**src/rtl/pipeline_hazard_ctrl.sv**
```systemverilog
// Hazard and sequencing controller for the 5-stage RV32i pipeline.
// It drives the stall and flush controls for the PC, IF/ID, ID/EX and EX/MEM
// registers. It handles load-use hazards, mispredict redirects and data-memory
// wait states. A wait watchdog and saturating performance counters are included.
//
// Ports:
//   CLK, RST                      clock; synchronous active-high reset
//   Rs1_D, Rs2_D, Use_Rs1_D/Rs2_D decode-stage source operands and their use flags
//   Rd_E, Mem_Read_E              execute-stage destination and load flag
//   Mispredict_E                  EX-resolved branch/jump disagrees with prediction
//   Imem_Ready, Dmem_Busy         instruction / data memory handshakes
//   Stall_F/D/E/M, Flush_D/E      same-cycle pipeline controls (combinational)
//   Timeout_Err                   sticky watchdog error (registered)
//   Stall_Count, Flush_Count      saturating counters of stall cycles / mispredict flushes
module pipeline_hazard_ctrl #(
    parameter int unsigned WAIT_LIMIT = 16,
    parameter int unsigned CNT_W      = 32
) (
    input  logic             CLK,
    input  logic             RST,
    input  logic [4:0]       Rs1_D,
    input  logic [4:0]       Rs2_D,
    input  logic             Use_Rs1_D,
    input  logic             Use_Rs2_D,
    input  logic [4:0]       Rd_E,
    input  logic             Mem_Read_E,
    input  logic             Mispredict_E,
    input  logic             Imem_Ready,
    input  logic             Dmem_Busy,
    output logic             Stall_F,
    output logic             Stall_D,
    output logic             Stall_E,
    output logic             Stall_M,
    output logic             Flush_D,
    output logic             Flush_E,
    output logic             Timeout_Err,
    output logic [CNT_W-1:0] Stall_Count,
    output logic [CNT_W-1:0] Flush_Count
);

    localparam int unsigned WAIT_W = 8;

    typedef enum logic [1:0] {
        ST_RUN      = 2'd0,
        ST_MEM_WAIT = 2'd1,
        ST_HALT     = 2'd2
    } state_t;

    state_t              state_q, state_d;
    logic [WAIT_W-1:0]   wait_q, wait_d;
    logic                timeout_q;
    logic [CNT_W-1:0]    stall_cnt_q, flush_cnt_q;
    logic                load_use;
    logic                redirect;

    // Rd_E = x0 never carries a real result, so it can never create a hazard.
    assign load_use = Mem_Read_E && (Rd_E != 5'd0) &&
                      ((Use_Rs1_D && (Rs1_D == Rd_E)) || (Use_Rs2_D && (Rs2_D == Rd_E)));

    // Priority decode of the pipeline controls; first matching condition wins.
    always_comb begin
        Stall_F  = 1'b0;
        Stall_D  = 1'b0;
        Stall_E  = 1'b0;
        Stall_M  = 1'b0;
        Flush_D  = 1'b0;
        Flush_E  = 1'b0;
        redirect = 1'b0;
        if (RST) begin
            Flush_D = 1'b1;
            Flush_E = 1'b1;
        end else if (state_q == ST_HALT || Dmem_Busy) begin
            // EX is frozen, so a pending mispredict is re-presented on release.
            Stall_F = 1'b1;
            Stall_D = 1'b1;
            Stall_E = 1'b1;
            Stall_M = 1'b1;
        end else if (Mispredict_E) begin
            Flush_D  = 1'b1;
            Flush_E  = 1'b1;
            redirect = 1'b1;
        end else if (load_use) begin
            Stall_F = 1'b1;
            Stall_D = 1'b1;
            Flush_E = 1'b1;
        end else if (!Imem_Ready) begin
            Stall_F = 1'b1;
            Flush_D = 1'b1;
        end
    end

    // Next state and wait-counter logic.
    always_comb begin
        state_d = state_q;
        wait_d  = wait_q;
        case (state_q)
            ST_RUN: begin
                wait_d = '0;
                if (Dmem_Busy) state_d = ST_MEM_WAIT;
            end
            ST_MEM_WAIT: begin
                if (!Dmem_Busy) begin
                    state_d = ST_RUN;
                    wait_d  = '0;
                end else begin
                    wait_d = wait_q + WAIT_W'(1);
                    // Compare in 9 bits so WAIT_LIMIT=255 cannot alias through wrap.
                    if (({1'b0, wait_q} + 9'd1) >= 9'(WAIT_LIMIT)) state_d = ST_HALT;
                end
            end
            ST_HALT: state_d = ST_HALT;
            default: state_d = ST_RUN;
        endcase
    end

    // State, watchdog flag and saturating counters.
    always_ff @(posedge CLK) begin
        if (RST) begin
            state_q     <= ST_RUN;
            wait_q      <= '0;
            timeout_q   <= 1'b0;
            stall_cnt_q <= '0;
            flush_cnt_q <= '0;
        end else begin
            state_q   <= state_d;
            wait_q    <= wait_d;
            timeout_q <= timeout_q | (state_d == ST_HALT);
            if (Stall_D && (stall_cnt_q != {CNT_W{1'b1}}))
                stall_cnt_q <= stall_cnt_q + CNT_W'(1);
            if (redirect && (flush_cnt_q != {CNT_W{1'b1}}))
                flush_cnt_q <= flush_cnt_q + CNT_W'(1);
        end
    end

    assign Timeout_Err = timeout_q;
    assign Stall_Count = stall_cnt_q;
    assign Flush_Count = flush_cnt_q;

endmodule

```
**config.mk**
```make
export PLATFORM = sky130hd
export DESIGN_NAME = pipeline_hazard_ctrl
export DESIGN_NICKNAME = d
export VERILOG_FILES = /design/src/rtl/pipeline_hazard_ctrl.sv
export SDC_FILE = /design/constraint.sdc
export NUM_CORES = 1
export LEC_CHECK = 0
export ABC_AREA = 1
export CAP_MARGIN = 0
export CORE_MARGIN = 3
export CORE_UTILIZATION = 54
export CTS_BUF_LIST = sky130_fd_sc_hd__clkbuf_2
export CTS_CLUSTER_SIZE = 8
export DETAILED_ROUTE_END_ITERATION = 10
export PLACE_DENSITY_LB_ADDON = 0.12
export REMOVE_ABC_BUFFERS = 1
export SLEW_MARGIN = 20
export SYNTH_ARGS = -nofsm -noshare
export SYNTH_HDL_FRONTEND = slang
export SYNTH_SLANG_ARGS = --single-unit
export TNS_END_PERCENT = 30
```
**constraint.sdc**
```tcl
create_clock -name CLK -period 2.2 [get_ports CLK]
set_input_delay 0.44 -clock CLK [delete_from_list [all_inputs] [get_ports CLK]]
set_output_delay 0.44 -clock CLK [all_outputs]
set_load 0.01 [all_outputs]
```
After elaboration in Yosys (flattened, before gate mapping)
Index checks and enable logic that the tools add are counted.
{ "word_totals": {"word_cells": 56, "input_bits": 23, "register_bits": 75, "output_inout_bits": 71} }
{ "classes": {"bitwise": 1, "muxes": 27, "order_cmp": 1, "reduce_logical": 11, "eq_ne": 7, "add_sub_neg": 4} }
{ "ops": {"columns": ["operator", "count"], "rows": [
  ["adder 32 x 1 -> 32 bit (second input constant)", 2],
  ["inequality test 32 bit (second input constant)", 2],
  ["two-way mux 1 bit", 21],
  ["case mux 8 bit (2 select lines)", 1],
  ["== test 5 bit", 2],
  ["adder 8 x 1 -> 9 bit (second input constant)", 1],
  [">= comparator 9 x 5 -> 1 bit (second input constant)", 1],
  ["adder 8 x 1 -> 8 bit (second input constant)", 1],
  ["two-way mux 8 bit", 1],
  ["logical AND 1 bit", 6],
  ["two-way mux 2 bit", 3],
  ["case mux 2 bit (3 select lines)", 1],
  ["nonzero test 5 bit", 1],
  ["== test 2 bit (second input constant)", 2],
  ["== test 2 x 1 -> 1 bit (second input constant)", 1],
  ["zero test 2 bit", 1],
  ["logical OR 1 bit", 2],
  ["nonzero test 2 bit", 1],
  ["bitwise OR 1 bit", 1]
]} }

Longest topological paths before layout
Gate-level depths: netlist (run 1).
{ "depth": {"depth_word": 9, "mapped_depth": 12, "mapped_depth_nobuf": 11} }

Worst setup path before layout (run 1)
No wires, ideal clock.
{ "synth_timing": {"kind": "in2out", "startpoint": "in Rd_E[3]", "endpoint": "out Flush_D", "required_ns": 1.760, "cell_stages": 8, "path_buffers": 1, "t_arrival_ns": 1.455, "slack_ns": 0.305, "cell_sequence": "inv_1 > nand4_1 > o21ai_0 > inv_1 > nand3_1 > nand2_1 > buf_2 > a21oi_1"} }
{ "synth_between": {"elab_chain_cells": 8, "elab_cells_between_ends": 12, "cone_classes": "eq/ne: 2; mux: 4; reduce/logical: 6"} }
{ "synth_rtl": {"columns": ["item", "line", "text"], "rows": [
  ["from (decl)", "25", "input logic [4:0] Rd_E,"],
  ["== test 5 bit", "58", "((Use_Rs1_D && (Rs1_D == Rd_E)) || (Use_Rs2_D && (Rs2_D == Rd_E)));"],
  ["logical AND 1 bit", "58", null],
  ["logical OR 1 bit", "58", null],
  ["logical AND 1 bit (*)", "57", "assign load_use = Mem_Read_E && (Rd_E != 5'd0) &&"],
  ["two-way mux 1 bit (*)", "82", "end else if (load_use) begin"],
  ["two-way mux 1 bit (*)", "78", "end else if (Mispredict_E) begin"],
  ["two-way mux 1 bit (*)", "72", "end else if (state_q == ST_HALT || Dmem_Busy) begin"],
  ["two-way mux 1 bit (*)", "69", "if (RST) begin"],
  ["to (decl)", "34", "output logic Flush_D,"]
]} }
Every way passes the cells marked *; elsewhere a longest branch is shown, timed or not.

Worst setup path after layout (run 1)
{ "layout_timing": {"startpoint": "reg state_q[1]", "endpoint": "out Stall_M"} }
{ "layout_between": {"elab_chain_cells": 4} }
{ "layout_rtl": {"columns": ["item", "line", "text"], "rows": [
  ["from (decl)", "49", "state_t state_q, state_d;"],
  ["from (signal assigned)", "125", "state_q <= state_d;"],
  ["== test 2 bit", "72", null],
  ["logical OR 1 bit", "72", null],
  ["two-way mux 1 bit", "72", null],
  ["two-way mux 1 bit", "69", null],
  ["to (decl)", "33", "output logic Stall_M,"]
]} }
Every way passes these cells.

==> results of run 1 <==
worst max-delay path, stage by stage (launching register included):
cell,delay (ns)
dfxtp_2,0.37
inv_2,0.04
nor2_1,0.12
inv_2,0.05
nand2_1,0.09
nand2_2,0.10
inv_1,0.11
dlygate4sd2_1,0.28
report_power, final:
part           total (mW)  switching (mW)  leakage [nW]  internal, mW
logic               0.210           0.123          1.76        0.0869
registers            1.37         0.00586         0.606          1.37
clock network        1.15           0.534         0.103         0.611
layout make-up:
type	count	share of cell area [%]
diodes	1	0.0403
clock buffers	10	0.805
clock inverters	6	2.19
inverters	73	4.41
multi-input cells	617	47.0
flip-flops and latches	75	24.2
well taps	105	2.11
repair buffers	126	19.3
registers in the layout, summed over array words and instances, names as in the netlist:
| register | cells |
|---|---|
| Timeout_Err | 1 |
| state_q | 2 |
| Stall_Count | 32 |
| Flush_Count | 32 |
| wait_q | 8 |
repair_timing:
action                                  4_1_cts  5_1_grt
gates resized for setup                      27       18
endpoints found under the setup margin        6       20
buffers inserted                              0        0
hold endpoints to repair                      0        0
pin swaps                                     1        8
cells in the mapped netlist, drive strengths merged:
master / number / area share (%)
a221oi: 1 / 0.18
o21bai: 1 / 0.16
dfxtp: 75 / 31
nor4: 1 / 0.13
o21a: 1 / 0.16
clkbuf: 15 / 1.2
ha: 4 / 1.0
nand4: 12 / 1.6
nor2: 94 / 7.6
nor3: 28 / 3.0
o21ai: 9 / 0.94
a21oi: 68 / 7.1
nor3b: 1 / 0.16
nand3b: 7 / 1.1
xnor2: 12 / 2.2
nand3: 60 / 6.4
nand2: 283 / 22
and3: 4 / 0.52
xor2: 29 / 5.3
buf: 11 / 1.6
inv: 73 / 5.7
a21boi: 1 / 0.16
o311ai: 1 / 0.18
worst min path at each step:
stage               startpoint    endpoint  slack (ns)  cells after the start
floorplan           state_q[0]  state_q[0]        0.42                      1
global placement    state_q[0]  state_q[0]        0.43                      1
detailed placement   wait_q[7]   wait_q[7]        0.46                      2
CTS                        RST   wait_q[7]        0.25                      3
global route               RST   wait_q[7]        0.24                      3
finish                     RST   wait_q[7]        0.29                      3
stage by stage:
step	utilization [%]	setup slack [ns]	total power [mW]
finish	73.8	0.0807	2.73
global route	73.8	-0.0660	2.82
CTS	73.2	-0.0118	2.73
detailed placement	71.2	-0.486	1.61
global placement	71.2	-0.461	1.61
floorplan	-	-0.260	1.48
layout by cell type (no fill, tap or decap), types with 12 or more instances in the layout:
cell and count:
nor3_1 27, nand4_1 12, nand2_1 276, nand3_1 58, xor2_1 29, inv_1 66
clkdlybuf4s50_1 72, buf_4 31, dfxtp_1 72, xnor2_1 12, a21oi_1 68, nor2_1 91
per-layer routing:
layer  share of wire (%)  track usage, %
met1                  41            33.8
met2                  49            49.5
met5                   0               0
met3                 6.3            4.10
met4                 3.6            14.4
logic make-up after synthesis:
logic type               Yosys count
flip-flops                        75
XOR/XNOR                          41
buffers and inverters             99
adder cells (fa/ha/maj)            4
AND/OR/NAND/NOR                  490
AO/OA/AOI/OAI                     82
==> flow_summary_export.csv, run 1 <==
group,metric,value,unit
routing,first_iter_violations,257,
layout,multi_input_area,2920,µm²
synthesis,synth-seq-area-share,31.3,%
clock_network,clk_transition_reported_paths,0.25,ns
routing,wl_per_cell,13.9,µm
clock_network,clockBufferDepth,2,
synthesis,postSynthCellCount,791,
timing,finClkSkew,0.0387,ns
routing,drt_pre_antenna_iters,5,
layout,final_layout_size_suffix_gt1_share,8.71,%
layout,area_delta_synth_final,29.5,%
critical_path,path_max_fanout,4,
timing,rsz0062_at_grt,"true",
clock_network,cts_tree,"yes",
routing,via_count,5452,
critical_path,critPathKind,"flop to output port",
clock_network,cts-buffers-inserted,9,
timing,hold_ws,0.285,ns
placed_design,place.gp.congestion,0.971,
die,rows,33,
grt,grt_use_total,28.4,%
flow_run,drv_cap,0,
pwr,p_leak,2.47,nW
timing,maxSlewViolCount,0,
outcome,outcome,"complete, no violations",
pwr,powerDensity,439,nW/µm²
clock_network,h-tree-depth,3,
synthesis,yosysWarnings,0,
timing,min_period,2.12,ns
synthesis,muxShareOfSynthArea,0,%
clock_network,cts_root_buffer,"clkbuf_2",
timing,max_freq,0.472,GHz
clock_network,hold_buffers,0,
placed_design,placedCellCount,996,
grt,grt_pass1_vias,5207,
critical_path,regToRegStartpoint,"Flush_Count[19]",
grt,grt_overflow,0,
placed_design,hpwl,10700,µm
critical_path,critPathArrivalTime,1.68,ns
clock_network,clock-sinks,75,
placed_design,portBuffers,93,
synthesis,synth-seq-cells,75,
layout,fin_nets,929,
die,initial_core_util,57.0,%
die,die-area,10100,µm²
routing,drc,0,
clock_network,clkLatencyLatePin,0.54,ns
die,core_area,8420,µm²
layout,seq_area,1510,µm²
routing,ant_nets,0,
layout,fin_cells,1013,
layout,final.fill_count,738,
placed_design,place_area,6000,µm²
timing,worstMarginPinSlew,0.593,ns
timing,setup_tns,0,ns
critical_path,endpoint,"Stall_M",
min_path,hold_class,"input port to flop",
timing,fin_crit_sh,96.3,%
critical_path,critPathLaunch,"state_q[1]",
synthesis,syn-cell-area,4800,µm²
pwr,worst_ir_drop_vdd,0.326,mV
synthesis,synth-simple-area-share,42.8,%
synthesis,synth_compound_area_share,8.87,%
timing,slew_headroom,60.5,%
routing,via_per_inst,5.38,
critical_path,rrSetupSlack,0.12,ns
critical_path,required,1.76,ns
routing,finalWirelength,14100,µm
timing,finalSetupViolCount,0,
grt,grt_max_degree,57,
synthesis,synth_top_family_by_area,"simple AND/OR/NAND/NOR gates",
synthesis,synth_fa_ha_area_share,1.04,%
grt,grt_pass1_wl,23400,µm
die,boundaryPins,94,
die,fp.dieW,100,µm
grt,grt_antenna_before_repair,1,
critical_path,worst_setup_path_start_kind,"flop",
critical_path,end_kind,"output port",
synthesis,synth.distinct_cells,32,
timing,hold_violations,0,
synthesis,synth_xor_area_share,7.49,%
die,die_h,100,µm
critical_path,reg2reg_to,"Flush_Count[5]",
layout,design_area,6210,µm²
critical_path,reg2regPathDepth,10,
synthesis,syn_area_per_cell,6.06,µm²
Power figures use the tool's default switching activity.
==> inputs of run 2 (changes only) <==
--- a/config.mk
+++ b/config.mk
@@ -6,10 +6,12 @@
 export NUM_CORES = 1
 export LEC_CHECK = 0
 export ABC_AREA = 1
+export ABC_CLOCK_PERIOD_IN_PS = 2200
 export CAP_MARGIN = 0
 export CORE_MARGIN = 3
 export CORE_UTILIZATION = 54
 export CTS_BUF_LIST = sky130_fd_sc_hd__clkbuf_2
+export CTS_CLUSTER_DIAMETER = 200
 export CTS_CLUSTER_SIZE = 8
 export DETAILED_ROUTE_END_ITERATION = 10
 export PLACE_DENSITY_LB_ADDON = 0.12
==> results of run 2 <==
Same layout as run 1: the final DEF is identical, and so are final timing and power.
